[config.mk]
export PLATFORM = sky130hd
export DESIGN_NAME = fp_mult_driver
export DESIGN_NICKNAME = d
export VERILOG_FILES = /design/src/rtl/fp_mult_driver.sv
export SDC_FILE = /design/constraint.sdc
export NUM_CORES = 1
export LEC_CHECK = 0
export ABC_AREA = 1
export CELL_PAD_IN_SITES_DETAIL_PLACEMENT = 2
export CELL_PAD_IN_SITES_GLOBAL_PLACEMENT = 2
export CORE_MARGIN = 2
export CORE_UTILIZATION = 44
export CTS_CLUSTER_SIZE = 28
export DETAILED_ROUTE_END_ITERATION = 8
export DONT_BUFFER_PORTS = 1
export PLACE_DENSITY = 0.8
export SYNTH_ARGS = -nofsm -noshare
export SYNTH_HDL_FRONTEND = slang
export SYNTH_SLANG_ARGS = --single-unit
export TNS_END_PERCENT = 1
[constraint.sdc]
create_clock -name clk -period 6.39 [get_ports clk]
set_input_delay 0.639 -clock clk [delete_from_list [all_inputs] [get_ports clk]]
set_output_delay 0.639 -clock clk [all_outputs]
set_load 0.02 [all_outputs]
[src/rtl/fp_mult_driver.sv]
// Initiator for the single_multiplier stb/ack operand protocol.
// Queues operand pairs, runs one multiply job at a time, and returns products on a valid/ready port.
module fp_mult_driver #(
   parameter int unsigned DEPTH   = 4,
   parameter int unsigned TIMEOUT = 1024
) (
   input  logic        clk,
   input  logic        rst,
   input  logic [31:0] job_a,
   input  logic [31:0] job_b,
   input  logic        job_valid,
   output logic        job_ready,
   output logic [31:0] mul_a,
   output logic [31:0] mul_b,
   output logic        mul_a_stb,
   output logic        mul_b_stb,
   input  logic        mul_a_ack,
   input  logic        mul_b_ack,
   input  logic [31:0] mul_z,
   input  logic        mul_z_stb,
   output logic        mul_z_ack,
   output logic [31:0] res_z,
   output logic        res_valid,
   input  logic        res_ready,
   output logic        busy,
   output logic        timeout_err,
   output logic [15:0] jobs_done
);

   localparam int unsigned DW   = 32;
   localparam int unsigned PW   = $clog2(DEPTH);
   localparam int unsigned CW   = PW + 1;
   localparam int unsigned WD_W = (TIMEOUT > 0) ? $clog2(TIMEOUT + 1) : 1;

   localparam logic [1:0] S_IDLE   = 2'd0;
   localparam logic [1:0] S_SEND   = 2'd1;
   localparam logic [1:0] S_WAIT_Z = 2'd2;
   localparam logic [1:0] S_OUT    = 2'd3;

   logic [1:0]      state_q, state_d;
   logic [PW-1:0]   wr_ptr_q, wr_ptr_d;
   logic [PW-1:0]   rd_ptr_q, rd_ptr_d;
   logic [CW-1:0]   count_q, count_d;
   logic [DW-1:0]   a_q, a_d;
   logic [DW-1:0]   b_q, b_d;
   logic            a_stb_q, a_stb_d;
   logic            b_stb_q, b_stb_d;
   logic            z_ack_q, z_ack_d;
   logic [DW-1:0]   res_z_q, res_z_d;
   logic            res_valid_q, res_valid_d;
   logic            tmo_q, tmo_d;
   logic [15:0]     jobs_q, jobs_d;
   logic [WD_W-1:0] wd_q, wd_d;
   logic [2*DW-1:0] mem_q [DEPTH];

   logic full;
   logic push;
   logic pop;

   assign full      = (count_q == CW'(DEPTH));
   assign push      = job_valid && !full;
   assign job_ready = !full;
   assign busy      = (state_q != S_IDLE) || (count_q != '0);

   assign mul_a       = a_q;
   assign mul_b       = b_q;
   assign mul_a_stb   = a_stb_q;
   assign mul_b_stb   = b_stb_q;
   assign mul_z_ack   = z_ack_q;
   assign res_z       = res_z_q;
   assign res_valid   = res_valid_q;
   assign timeout_err = tmo_q;
   assign jobs_done   = jobs_q;

   // Job FIFO storage; occupancy and pointers live in the state register below.
   always_ff @(posedge clk) begin
      if (push) mem_q[wr_ptr_q] <= {job_a, job_b};
   end

   // Next-state: job sequencing, handshakes and watchdog.
   always_comb begin
      state_d     = state_q;
      a_d         = a_q;
      b_d         = b_q;
      a_stb_d     = a_stb_q;
      b_stb_d     = b_stb_q;
      z_ack_d     = z_ack_q;
      res_z_d     = res_z_q;
      res_valid_d = res_valid_q;
      tmo_d       = tmo_q;
      jobs_d      = jobs_q;
      wd_d        = wd_q;
      pop         = 1'b0;

      case (state_q)
         S_IDLE: begin
            if (count_q != '0) begin
               {a_d, b_d} = mem_q[rd_ptr_q];
               a_stb_d    = 1'b1;
               b_stb_d    = 1'b1;
               pop        = 1'b1;
               state_d    = S_SEND;
            end
         end
         S_SEND: begin
            // Operands complete independently; move on once both have been taken.
            if (a_stb_q && mul_a_ack) a_stb_d = 1'b0;
            if (b_stb_q && mul_b_ack) b_stb_d = 1'b0;
            if (!a_stb_d && !b_stb_d) begin
               z_ack_d = 1'b1;
               wd_d    = '0;
               state_d = S_WAIT_Z;
            end
         end
         S_WAIT_Z: begin
            if (mul_z_stb && z_ack_q) begin
               res_z_d     = mul_z;
               res_valid_d = 1'b1;
               z_ack_d     = 1'b0;
               state_d     = S_OUT;
            end else if (TIMEOUT != 0) begin
               wd_d = wd_q + WD_W'(1);
               if (wd_d == WD_W'(TIMEOUT)) begin
                  tmo_d   = 1'b1;
                  z_ack_d = 1'b0;
                  state_d = S_IDLE;
               end
            end
         end
         S_OUT: begin
            if (res_valid_q && res_ready) begin
               res_valid_d = 1'b0;
               jobs_d      = jobs_q + 16'd1;
               state_d     = S_IDLE;
            end
         end
         default: state_d = S_IDLE;
      endcase
   end

   always_comb begin
      wr_ptr_d = wr_ptr_q;
      rd_ptr_d = rd_ptr_q;
      if (push) wr_ptr_d = wr_ptr_q + PW'(1);
      if (pop)  rd_ptr_d = rd_ptr_q + PW'(1);
      count_d = count_q + CW'(push) - CW'(pop);
   end

   always_ff @(posedge clk) begin
      if (rst) begin
         state_q     <= S_IDLE;
         wr_ptr_q    <= '0;
         rd_ptr_q    <= '0;
         count_q     <= '0;
         a_q         <= '0;
         b_q         <= '0;
         a_stb_q     <= 1'b0;
         b_stb_q     <= 1'b0;
         z_ack_q     <= 1'b0;
         res_z_q     <= '0;
         res_valid_q <= 1'b0;
         tmo_q       <= 1'b0;
         jobs_q      <= '0;
         wd_q        <= '0;
      end else begin
         state_q     <= state_d;
         wr_ptr_q    <= wr_ptr_d;
         rd_ptr_q    <= rd_ptr_d;
         count_q     <= count_d;
         a_q         <= a_d;
         b_q         <= b_d;
         a_stb_q     <= a_stb_d;
         b_stb_q     <= b_stb_d;
         z_ack_q     <= z_ack_d;
         res_z_q     <= res_z_d;
         res_valid_q <= res_valid_d;
         tmo_q       <= tmo_d;
         jobs_q      <= jobs_d;
         wd_q        <= wd_d;
      end
   end

endmodule

==> reports/qor.txt, run 1 <==
Status = finished clean
Number of antenna violations at the first check in global routing = 0
Yosys warning count = 0
Die H = 187 um
Critical Path RT = 6550 ps
Post-detail-place hpwl = 24.6 mm
Fraction of the cycle the final worst path needs = 0.446
Net count of the mapped netlist = 1457
Post-layout nets = 1433
Area growth from synthesis to layout = 11.5%
Share of the synthesized area in the top cell type = 0.521
Detailed Routing Iterations Pass 1 = 4
Maximum clock skew at final layout = 16.8 ps
Remaining number of nets flagged by the antenna check after routing = 0
Highest achievable clock rate = 351 MHz
Clk network pwr share = 0.311
Starting density of the core = 0.443
Maximum level of the CTS H-tree = 2
Sequential cell area fraction in the yosys report = 0.707
Synthesis-stage register bit count = 393
Highest net fanout along the worst path = 48
Cell type contributing the most total cell area after synthesis = sky130_fd_sc_hd__edfxtp_1
Most common library cells after synthesis = sky130_fd_sc_hd__nor2_1 (357), sky130_fd_sc_hd__edfxtp_1 (256), sky130_fd_sc_hd__o21ai_0 (174)
Setup repair bufs after CTS = 0
Switching share of total power = 0.349
Clock buffers created by TritonCTS = 42
Class of the tightest hold or removal check = in -> reg
Worst setup path start = count_q[1]$_SDFF_PP0_
Setup Total Neg Slack = 0 ps
Core Region = 33300 sq um
Leading post-synthesis cells by cell area = sky130_fd_sc_hd__edfxtp_1 (52%), sky130_fd_sc_hd__dfxtp_1 (19%), sky130_fd_sc_hd__nor2_1 (9.1%)
IR Drop Worst-Case VDD = 0.254 mV
Number of endpoints failing setup at the final stage = 0
Max-slew headroom at the worst pin = 0.259
Root buffer selected by CTS = sky130_fd_sc_hd__clkbuf_16
Critical R2R Launch = count_q[1]$_SDFF_PP0_
Avg Vias per Cell = 5.57
Element type at the critical path start = flip-flop
Cell with the most instances after synthesis = sky130_fd_sc_hd__nor2_1
Crit path cell chain = inv_2, nand3_1, nand2_1, nor2_4, buf_4
Via count of the first global-routing pass = 11400
Minimum hold slack = 175 ps
Routed length per instance = 22.6 um
Clock transition at the register clock pins on the worst setup and hold paths after CTS = 60 ps
Combinational family with the most area after synthesis = simple AND/OR/NAND/NOR gates
Worst-skew pair later-pin latency = 540 ps
Routability cong. = 0.763
Antenna diodes = 0
Overall die area = 35000 sq um
EDFF count, synth = 256
Fraction of power consumed by sequential logic = 0.501
Max-capacitance violation count = 0
Post-route minimum period = 2850 ps
Starting DRC count in detailed routing = 421
Post-synthesis simple-gate area fraction = 0.125
Leakage power = 5.76 nW
CTS tree = yes
Leftover overflow at the end of global routing = 0
Vias = 10000
FILL cells = 3315
Slowest library cell on the worst path = sky130_fd_sc_hd__buf_4
Async set-or-reset flop fraction in the synthesized netlist = 0
Endpoints failing hold = 0
Number of cells produced by synthesis = 1345
Cts repair resizes = 0
Count of standard-cell rows = 67
Width of the die = 187 um
Post-cts hold buffer count = 0
Xor-xnor portion of the synthesized cell area = 0.00237
Most used DFF post-synth = sky130_fd_sc_hd__edfxtp_1
Adder-cell area share of the yosys netlist = 0.00814
Switching power summed over all nets = 2.63 mW
Count of distinct cell types in the synthesized netlist = 32
Critical Path End Type = flip-flop
Longest individual stage delay on the worst path = 720 ps
Layout cells sized above 1 = 0.0665
Pin count of the biggest net entering global routing = 99
Per-instance average area after synthesis = 11.0 sq um
Area fraction in compound gates after synthesis = 0.123
Max Buffers Root-to-Sink = 3
Drt drc = 0
Final wirelength = 40.7 mm
Final slew viol count = 0
Post-Syn Area = 14800 sq um
Hold Crit Start = rst
PD cells = 457 nW/um^2
Worst slew pin tran = 1110 ps
Category of the most critical setup path = reg -> reg
Wire length of the first global-routing pass = 64.7 mm
Arrival time of the worst setup path = 3010 ps
Share of cell area taken by muxes after synthesis = 0
Port bufs = 0
Unrepaired setup endpoints after global routing = false
Io pins = 222
Global-route usage over all layers = 0.235
P_int = 4.90 mW
Part of the power in combinational logic = 0.188
CTS sink count = 393
registers in the layout (all words and copies together), names as in the netlist:
signal	flops
mul_b_stb	1
mul_a	32
jobs_done	16
res_z	32
rd_ptr_q	2
timeout_err	1
mul_a_stb	1
mul_z_ack	1
count_q	3
wr_ptr_q	2
res_valid	1
state_q	2
mul_b	32
mem_q	256
wd_q	11
stage by stage:
stage	instance area, sq um	setup WS, ps	instances	power, mW	util
final	16500	3540	1802	7.52	0.495
after global routing	16500	3360	1802	7.93	0.495
after CTS	16500	3510	1802	7.62	0.495
after detailed placement	15100	3580	1725	5.24	0.455
after global placement	15100	3640	1725	5.10	0.455
after floorplan	14800	2360	1345	4.68	-
cell usage in the layout, fill, tap and decap left out, types with 2 or more instances in the layout:
cell type | Yosys | layout
sky130_fd_sc_hd__a31oi_1 | 64 | 64
sky130_fd_sc_hd__clkinv_1 | 0 | 6
sky130_fd_sc_hd__ha_1 | 8 | 8
sky130_fd_sc_hd__clkinv_2 | 0 | 6
sky130_fd_sc_hd__inv_1 | 45 | 44
sky130_fd_sc_hd__nand3b_1 | 3 | 3
sky130_fd_sc_hd__nand3_1 | 16 | 16
sky130_fd_sc_hd__nor2_2 | 2 | 2
sky130_fd_sc_hd__o21a_1 | 3 | 3
sky130_fd_sc_hd__o21bai_1 | 2 | 2
sky130_fd_sc_hd__dfxtp_1 | 137 | 135
sky130_fd_sc_hd__nand2_1 | 68 | 68
sky130_fd_sc_hd__nand4_1 | 4 | 4
sky130_fd_sc_hd__xnor2_1 | 3 | 3
sky130_fd_sc_hd__clkbuf_16 | 0 | 44
sky130_fd_sc_hd__nor2_4 | 2 | 6
sky130_fd_sc_hd__inv_2 | 8 | 6
sky130_fd_sc_hd__o21ai_1 | 66 | 66
sky130_fd_sc_hd__o21ai_0 | 174 | 174
sky130_fd_sc_hd__edfxtp_1 | 256 | 256
sky130_fd_sc_hd__a21oi_1 | 33 | 33
sky130_fd_sc_hd__buf_4 | 0 | 10
sky130_fd_sc_hd__clkbuf_8 | 0 | 5
sky130_fd_sc_hd__nor2_1 | 357 | 353
sky130_fd_sc_hd__dfxtp_4 | 0 | 2
sky130_fd_sc_hd__clkbuf_1 | 63 | 15
sky130_fd_sc_hd__nor3_1 | 6 | 6
sky130_fd_sc_hd__nand2_2 | 2 | 2
critical path: cells and delay by family, from the launching register on:
family | cells | cell delay (ps)
buffers and inverters | 2 | 790
DFF | 1 | 370
and+or+nand+nor | 3 | 1300
area by class of cell:
class,instances,area [sq um],share of cell area
clock buffer,64,1230,0.0745
clock inverter,13,101,0.00616
inverter,53,204,0.0124
multi-input combinational,821,3860,0.234
sequential,393,10400,0.634
tap,448,561,0.0341
timing repair buffer,10,75.1,0.00456
worst paths after layout:
| kind | depth (start not counted) | slack, ps | to |
|---|---|---|---|
| min reg2reg | 2 | 490 | wd_q[10]$_SDFFE_PP0P_ |
| min | 1 | 170 | wd_q[4]$_SDFFE_PP0P_ |
| max | 5 | 3540 | mem_q[0][34]$_DFFE_PP_ |
| max reg2reg | 5 | 3540 | mem_q[0][34]$_DFFE_PP_ |
layer usage:
metal  routed length (um)  global-route usage  vias to the layer above  share of wire
li1                     -                   -                     4633              -
met1                16000               0.266                     5068           0.39
met2                21100               0.434                      252           0.52
met3                 2650              0.0642                       77          0.065
met4                  933              0.0626                        0          0.023
met5                    0                   0                        -              0
logic make-up after synthesis:
logic type,after synthesis
AND/OR/NAND/NOR,464
AO/OA/AOI/OAI,344
buffers and inverters,131
XOR/XNOR,4
flip-flops,393
adder cells (fa/ha/maj),9
power by group through the flow:
stage	combinational (mW)	clock (mW)	sequential, mW
2_1_floorplan	1.06	0	3.62
3_3_place_gp	1.31	0	3.79
3_5_place_dp	1.42	0	3.82
4_1_cts	1.45	2.40	3.78
5_1_grt	1.61	2.50	3.82
6_report	1.41	2.34	3.77
No activity file was read; power rests on OpenSTA's default activity.
==> run 2: changes to the inputs <==
ABC_AREA = 0   (was 1)
CORE_UTILIZATION = 40   (was 44)
PLACE_DENSITY = 0.71   (was 0.8)
clock period = 2.3 ns   (was 6.39 ns; I/O delays follow)
==> reports/qor.txt, run 2 <==
Global Route met3 Usage = 0.0592 (was 0.0642)
Critical Path RT = 2720 ps (was 6550 ps)
Layer with the highest usage = met2 (unchanged)
Avg Vias per Cell = 5.36 (was 5.57)
IR Drop Worst-Case VDD = 0.729 mV (was 0.254 mV)
Global-route usage over all layers = 0.201 (was 0.235)
Count of distinct cell types in the synthesized netlist = 54 (was 32)
Post-layout nets = 1249 (was 1433)
Yosys warning count = 0 (unchanged)
Wire length of the first global-routing pass = 58.1 mm (was 64.7 mm)
Layout cells sized above 1 = 0.155 (was 0.0665)
Max-capacitance violation count = 0 (unchanged)
Final slew viol count = 0 (unchanged)
Maximum level of the CTS H-tree = 2 (unchanged)
EDFF count, synth = 256 (unchanged)
Starting DRC count in detailed routing = 339 (was 421)
Net count of the mapped netlist = 1127 (was 1457)
Count of standard-cell rows = 70 (was 67)
Via count of the first global-routing pass = 9765 (was 11400)
Final wirelength = 37.8 mm (was 40.7 mm)
Routability cong. = 0.691 (was 0.763)
Post-Syn Area = 14700 sq um (was 14800 sq um)
Per-instance average area after synthesis = 14.4 sq um (was 11.0 sq um)
Most used DFF post-synth = sky130_fd_sc_hd__edfxtp_1 (unchanged)
Top register by number of flip-flops = mem_q (unchanged)
Vias = 8785 (was 10000)
Arrival time of the worst setup path = 2580 ps (was 3010 ps)
CTS tree = yes (unchanged)
Placed Instances = 1459 (was 1725)
Element type at the critical path start = flip-flop (unchanged)
Flip-flop count of the largest register after layout = 256 (unchanged)
Slowest library cell on the worst path = sky130_fd_sc_hd__dfxtp_1 (was sky130_fd_sc_hd__buf_4)
Highest net fanout along the worst path = 4 (was 48)
Worst-skew pair later-pin latency = 560 ps (was 540 ps)
Maximum clock skew at final layout = 9.46 ps (was 16.8 ps)
Combinational family with the most area after synthesis = multiplexers (was simple AND/OR/NAND/NOR gates)
Global routing met2 resource utilization = 0.351 (was 0.434)
Leading post-synthesis cells by cell area = sky130_fd_sc_hd__edfxtp_1 (52%), sky130_fd_sc_hd__dfxtp_1 (19%), sky130_fd_sc_hd__mux4_2 (9.8%) (was sky130_fd_sc_hd__edfxtp_1 (52%), sky130_fd_sc_hd__dfxtp_1 (19%), sky130_fd_sc_hd__nor2_1 (9.1%))
Worst Path Buf+Inv = 2 (unchanged)
Clock transition at the register clock pins on the worst setup and hold paths after CTS = 60 ps (about the same)
Cell type contributing the most total cell area after synthesis = sky130_fd_sc_hd__edfxtp_1 (unchanged)
Unrepaired setup endpoints after global routing = true (was false)
CTS sink count = 393 (unchanged)
Endpoints failing hold = 0 (unchanged)
Detailed Routing Iterations Pass 1 = 4 (unchanged)
Fin cells = 1640 (was 1802)
Share of the synthesized area in the top cell type = 0.525 (was 0.521)
Sequential cell area fraction in the yosys report = 0.712 (was 0.707)
Drt drc = 0 (unchanged)
Pin count of the biggest net entering global routing = 121 (was 99)
Io pins = 222 (unchanged)
PD cells = 1160 nW/um^2 (was 457 nW/um^2)
Post-synthesis simple-gate area fraction = 0.0960 (was 0.125)
Synthesis-stage register bit count = 393 (unchanged)
Core Region = 36300 sq um (was 33300 sq um)
Async set-or-reset flop fraction in the synthesized netlist = 0 (unchanged)
Most common library cell in the layout ignoring fill and taps = sky130_fd_sc_hd__edfxtp_1 (was sky130_fd_sc_hd__nor2_1)
Longest individual stage delay on the worst path = 400 ps (was 720 ps)
Overall die area = 38200 sq um (was 35000 sq um)
Max-slew headroom at the worst pin = 0.343 (was 0.259)
Crit path cell chain = nor2_1, nand2_1, and2_1, inv_1, ha_1, inv_1, ha_1, fa_1, xnor2_1, xnor2_1, nor2_1 (was inv_2, nand3_1, nand2_1, nor2_4, buf_4)
Width of the die = 195 um (was 187 um)
Number of cells produced by synthesis = 1015 (was 1345)
Number of antenna violations at the first check in global routing = 5 (was 0)
Post-route minimum period = 2160 ps (was 2850 ps)
Share of cell area taken by muxes after synthesis = 0.0991 (was 0)
Root buffer selected by CTS = sky130_fd_sc_hd__clkbuf_16 (unchanged)
Port bufs = 0 (unchanged)
Highest achievable clock rate = 463 MHz (was 351 MHz)
Minimum hold slack = 38.3 ps (was 175 ps)
Adder-cell area share of the yosys netlist = 0.00820 (was 0.00814)
Most common library cells after synthesis = sky130_fd_sc_hd__edfxtp_1 (256), sky130_fd_sc_hd__nand2_1 (218), sky130_fd_sc_hd__dfxtp_1 (137) (was sky130_fd_sc_hd__nor2_1 (357), sky130_fd_sc_hd__edfxtp_1 (256), sky130_fd_sc_hd__o21ai_0 (174))
Class of the tightest hold or removal check = in -> reg (unchanged)
Leakage power = 5.90 nW (was 5.76 nW)
Max Buffers Root-to-Sink = 3 (unchanged)
Fraction of the cycle the final worst path needs = 0.939 (was 0.446)
Critical Path End Type = flip-flop (unchanged)
Status = finished clean (unchanged)
Xor-xnor portion of the synthesized cell area = 0.0114 (was 0.00237)
Post-detail-place hpwl = 21.9 mm (was 24.6 mm)
Cell with the most instances after synthesis = sky130_fd_sc_hd__edfxtp_1 (was sky130_fd_sc_hd__nor2_1)
Starting density of the core = 0.403 (was 0.443)
Final std cell area, no fill = 17800 sq um (was 16500 sq um)
Delay-heaviest family, CP = adder cells (was simple AND/OR/NAND/NOR gates)
Area growth from synthesis to layout = 21.4% (was 11.5%)
Die H = 195 um (was 187 um)
Met1 layer usage reported by global route = 0.239 (was 0.266)
Remaining number of nets flagged by the antenna check after routing = 0 (unchanged)
Leftover overflow at the end of global routing = 0 (unchanged)
Clock buffers created by TritonCTS = 41 (was 42)
Routed length per instance = 23.1 um (was 22.6 um)
Commonest cells after routing, fill and taps aside = sky130_fd_sc_hd__edfxtp_1 (256), sky130_fd_sc_hd__nand2_1 (218), sky130_fd_sc_hd__dfxtp_1 (134) (was sky130_fd_sc_hd__nor2_1 (353), sky130_fd_sc_hd__edfxtp_1 (256), sky130_fd_sc_hd__o21ai_0 (174))
Category of the most critical setup path = reg -> reg (unchanged)
Number of endpoints failing setup at the final stage = 0 (unchanged)
Worst slew pin tran = 986 ps (was 1110 ps)
Area fraction in compound gates after synthesis = 0.0541 (was 0.123)
Final Core Density = 0.489 (was 0.495)
Area after detailed placement = 15400 sq um (was 15100 sq um)
==> run 2: changes by cell type in the layout (fill, tap and decap cells not counted), moves of 9 or more <==
cell	before	now
sky130_fd_sc_hd__nor2_1	353	35
sky130_fd_sc_hd__o21ai_0	174	11
sky130_fd_sc_hd__nand2_1	68	218
sky130_fd_sc_hd__dlygate4sd3_1	0	102
sky130_fd_sc_hd__a21oi_1	33	119
sky130_fd_sc_hd__o21ai_1	66	0
sky130_fd_sc_hd__mux4_2	0	64
sky130_fd_sc_hd__a31oi_1	64	1
sky130_fd_sc_hd__inv_1	44	8
sky130_fd_sc_hd__buf_12	0	12
sky130_fd_sc_hd__buf_4	10	19
sky130_fd_sc_hd__xnor2_1	3	12
==> run 2: path summary, 6_finish.rpt <==
check	from	to	slack [ps]	cells after the start
max	count_q[1]$_SDFF_PP0_	count_q[2]$_SDFF_PP0_	140	11
min	res_ready	state_q[0]$_SDFFE_PP0P_	40	4
max reg2reg	count_q[1]$_SDFF_PP0_	count_q[2]$_SDFF_PP0_	140	11
min reg2reg	wr_ptr_q[1]$_SDFFE_PP0P_	wr_ptr_q[1]$_SDFFE_PP0P_	520	2
==> run 2: logic make-up (layout without fill, tap and decap cells) <==
| kind of cell | count (synthesis) | after routing |
|---|---|---|
| AND/OR/NAND/NOR | 320 | 320 |
| buffers and inverters | 64 | 218 |
| adder cells (fa/ha/maj) | 9 | 9 |
| other | 0 | 3 |
| flip-flops | 393 | 393 |
| AO/OA/AOI/OAI | 145 | 145 |
| multiplexers | 65 | 65 |
| XOR/XNOR | 19 | 19 |
==> run 2: per-layer routing <==
| metal | part of all wire | routed length (um) |
|---|---|---|
| met3 | 0.066 | 2510 |
| met1 | 0.40 | 15300 |
| met2 | 0.51 | 19200 |
| met4 | 0.021 | 809 |
| met5 | 0.00079 | 30 |
==> run 2: tightest hold or removal path: cells and delay by family <==
kind	cells	cell delay (ps)
AND/OR/NAND/NOR	2	80
AO/OA/AOI/OAI	2	230
==> run 2: cell type report <==
| cell class | instances | area, sq um |
|---|---|---|
| Antenna cell | 3 | 7.51 |
| Clock buffer | 54 | 1140 |
| Clock inverter | 21 | 183 |
| Fill cell | 3386 | 18600 |
| Inverter | 9 | 33.8 |
| Multi-Input combinational cell | 558 | 3970 |
| Sequential cell | 393 | 10400 |
| Tap cell | 468 | 586 |
| Timing Repair Buffer | 134 | 1430 |
==> run 2: through the flow <==
stage               setup TNS [ps]  power, mW  worst slack [ps]
floorplan                   -68510       12.6              -357
global route                 -24.1       21.7             -24.1
finish                           0       20.7               140
global placement                 0       13.9               174
detailed placement               0       14.2               143
CTS                              0       20.9              82.8
==> run 2: power by group <==
part	internal (mW)	leakage (nW)	switching, mW
Clock	3.73	0.646	2.75
Sequential	8.61	3.46	1.35
Combinational	1.72	1.79	2.50
==> run 2: what timing repair did <==
item                                    in CTS  in global routing
resized for setup                            0                  3
endpoints found under the hold margin      393                  0
buffers inserted                             0                  0
hold buffers                               103                  0
endpoints found under the setup margin       0                  7
==> run 3: changes to the inputs <==
SETUP_SLACK_MARGIN = 0.4   (was unset)
==> reports/qor.txt, run 3 (synthesis results as in run 2) <==
Leakage power = 5.70 nW (was 5.90 nW)
Clock buffers created by TritonCTS = 41 (unchanged)
Maximum clock skew at final layout = 8.54 ps (was 9.46 ps)
Io pins = 222 (unchanged)
Max Buffers Root-to-Sink = 3 (unchanged)
Top register by number of flip-flops = mem_q (unchanged)
Remaining number of nets flagged by the antenna check after routing = 0 (unchanged)
Number of endpoints failing setup at the final stage = 0 (unchanged)
Maximum level of the CTS H-tree = 2 (unchanged)
Layout cells sized above 1 = 0.161 (was 0.155)
Fraction of the cycle the final worst path needs = 0.871 (was 0.939)
Post-layout power = 20.5 mW (was 20.7 mW)
Pin count of the biggest net entering global routing = 137 (was 121)
Final Core Density = 0.479 (was 0.489)
Post-detail-place hpwl = 21.2 mm (was 21.9 mm)
Count of standard-cell rows = 70 (unchanged)
Die H = 195 um (unchanged)
Detailed Routing Iterations Pass 1 = 4 (unchanged)
Max-slew headroom at the worst pin = 0.542 (was 0.343)
Port bufs = 0 (unchanged)
Final std cell area, no fill = 17400 sq um (was 17800 sq um)
Avg Vias per Cell = 5.38 (was 5.36)
Final wirelength = 36.5 mm (was 37.8 mm)
Max-capacitance violation count = 0 (unchanged)
Post-layout nets = 1211 (was 1249)
Post-cts hold buffer count = 71 (was 103)
Final Worst Setup Slack = 297 ps (was 140 ps)
Post-route minimum period = 2000 ps (was 2160 ps)
Core Region = 36300 sq um (unchanged)
Category of the most critical setup path = reg -> reg (unchanged)
Status = complete, but fails checks (was finished clean)
Number of antenna violations at the first check in global routing = 3 (was 5)
Vias = 8606 (was 8785)
Multi-input logic area = 4040 sq um (was 3970 sq um)
Width of the die = 195 um (unchanged)
Critical Path End Type = flip-flop (unchanged)
Unrepaired setup endpoints after global routing = true (unchanged)
Element type at the critical path start = flip-flop (unchanged)
Worst setup path start = count_q[1]$_SDFF_PP0_ (unchanged)
Worst slew pin tran = 686 ps (was 986 ps)
Worst-skew pair later-pin latency = 550 ps (was 560 ps)
Area after detailed placement = 15300 sq um (was 15400 sq um)
Flip-flop count of the largest register after layout = 256 (unchanged)
Clock transition at the register clock pins on the worst setup and hold paths after CTS = 60 ps (about the same)
Most common library cell in the layout ignoring fill and taps = sky130_fd_sc_hd__edfxtp_1 (unchanged)
Highest achievable clock rate = 499 MHz (was 463 MHz)
Worst slack at placement = 131 ps (was 143 ps)
Highest net fanout along the worst path = 4 (unchanged)
Area growth from synthesis to layout = 18.8% (was 21.4%)
Root buffer selected by CTS = sky130_fd_sc_hd__clkbuf_16 (unchanged)
Critical Path RT = 2740 ps (was 2720 ps)
Global-route usage over all layers = 0.195 (was 0.201)
FILL cells = 3408 (was 3386)
Starting DRC count in detailed routing = 387 (was 339)
Hold Crit Start = rst (was res_ready)
CTS tree = yes (unchanged)
Overall die area = 38200 sq um (unchanged)
Violations in the final reports = hold timing
Commonest cells after routing, fill and taps aside = sky130_fd_sc_hd__edfxtp_1 (256), sky130_fd_sc_hd__nand2_1 (217), sky130_fd_sc_hd__dfxtp_1 (132) (was sky130_fd_sc_hd__edfxtp_1 (256), sky130_fd_sc_hd__nand2_1 (218), sky130_fd_sc_hd__dfxtp_1 (134))
Arrival time of the worst setup path = 2440 ps (was 2580 ps)
Leftover overflow at the end of global routing = 0 (unchanged)
Endpoints failing hold = 130 (was 0)
Routability cong. = 0.682 (was 0.691)
Wire length of the first global-routing pass = 56.7 mm (was 58.1 mm)
PD cells = 1180 nW/um^2 (was 1160 nW/um^2)
Setup Total Neg Slack = 0 ps (unchanged)
IR Drop Worst-Case VDD = 0.823 mV (was 0.729 mV)
Final slew viol count = 0 (unchanged)
Minimum hold slack = -236 ps (was 38.3 ps)
CTS sink count = 393 (unchanged)
Via count of the first global-routing pass = 9601 (was 9765)
Class of the tightest hold or removal check = in -> reg (unchanged)
Critical R2R Launch = count_q[1]$_SDFF_PP0_ (unchanged)
Routed length per instance = 22.8 um (was 23.1 um)
Starting density of the core = 0.403 (unchanged)
Area used by sequential logic in the layout = 10400 sq um (about the same)
Drt drc = 0 (unchanged)
[run 3: cell count changes in the layout (fill, tap and decap cells not counted), sizes merged]
cell,delta
buf,-7
clkinvlp,-1
diode,-1
clkbuf,+8
bufinv,-1
dlygate4sd3,-31
clkinv,-6
[run 3: per-stage QoR]
step	hold slack, ps	instances
after floorplan	329	1015
after global placement	313	1451
after detailed placement	316	1451
after CTS	-282	1598
after global routing	-273	1600
final	-236	1601
[run 3: worst paths after layout]
kind | endpoint | slack [ps] | cells past startpoint
worst min-delay path | res_z[22]$_SDFFE_PP0P_ | -240 | 1
worst max register to register | count_q[2]$_SDFF_PP0_ | 300 | 10
worst max-delay path | count_q[2]$_SDFF_PP0_ | 300 | 10
worst min register to register | wd_q[1]$_SDFFE_PP0P_ | 540 | 2
[run 3: area by class of cell]
class,count,share of cell area
flip-flops and latches,393,0.600
multi-input cells,558,0.232
clock buffers,62,0.0689
repair buffers,96,0.0578
well taps,468,0.0336
clock inverters,13,0.00532
inverters,9,0.00208
diodes,2,0.000288
[run 3: repair_timing]
item	in CTS	in global routing
cloned	0	0
hold endpoints to repair	393	130
pin swaps	1	4
buffers inserted	1	1
resized for setup	6	7
endpoints found under the setup margin	55	78
[run 3: layer usage]
| layer | track usage | share of wire |
|---|---|---|
| met5 | 0 | 0.00014 |
| met3 | 0.0570 | 0.066 |
| met4 | 0.0645 | 0.023 |
| met1 | 0.230 | 0.40 |
| met2 | 0.341 | 0.51 |
[run 3: where the power goes]
part           leakage (nW)  internal (mW)  switching (mW)
Clock                 0.632           3.72            2.65
Sequential             3.46           8.62            1.31
Combinational          1.60           1.74            2.46
Total                  5.70           14.1            6.42
[run 3: worst max-delay path: stages, from the launching register on]
cell and delay (ps):
sky130_fd_sc_hd__dfxtp_4 360, sky130_fd_sc_hd__nor3_4 190, sky130_fd_sc_hd__nand2b_4 170, sky130_fd_sc_hd__inv_4 50
sky130_fd_sc_hd__ha_4 250, sky130_fd_sc_hd__inv_2 30, sky130_fd_sc_hd__ha_4 140, sky130_fd_sc_hd__fa_2 340
sky130_fd_sc_hd__xnor2_2 140, sky130_fd_sc_hd__xnor2_1 150, sky130_fd_sc_hd__nor2_1 50
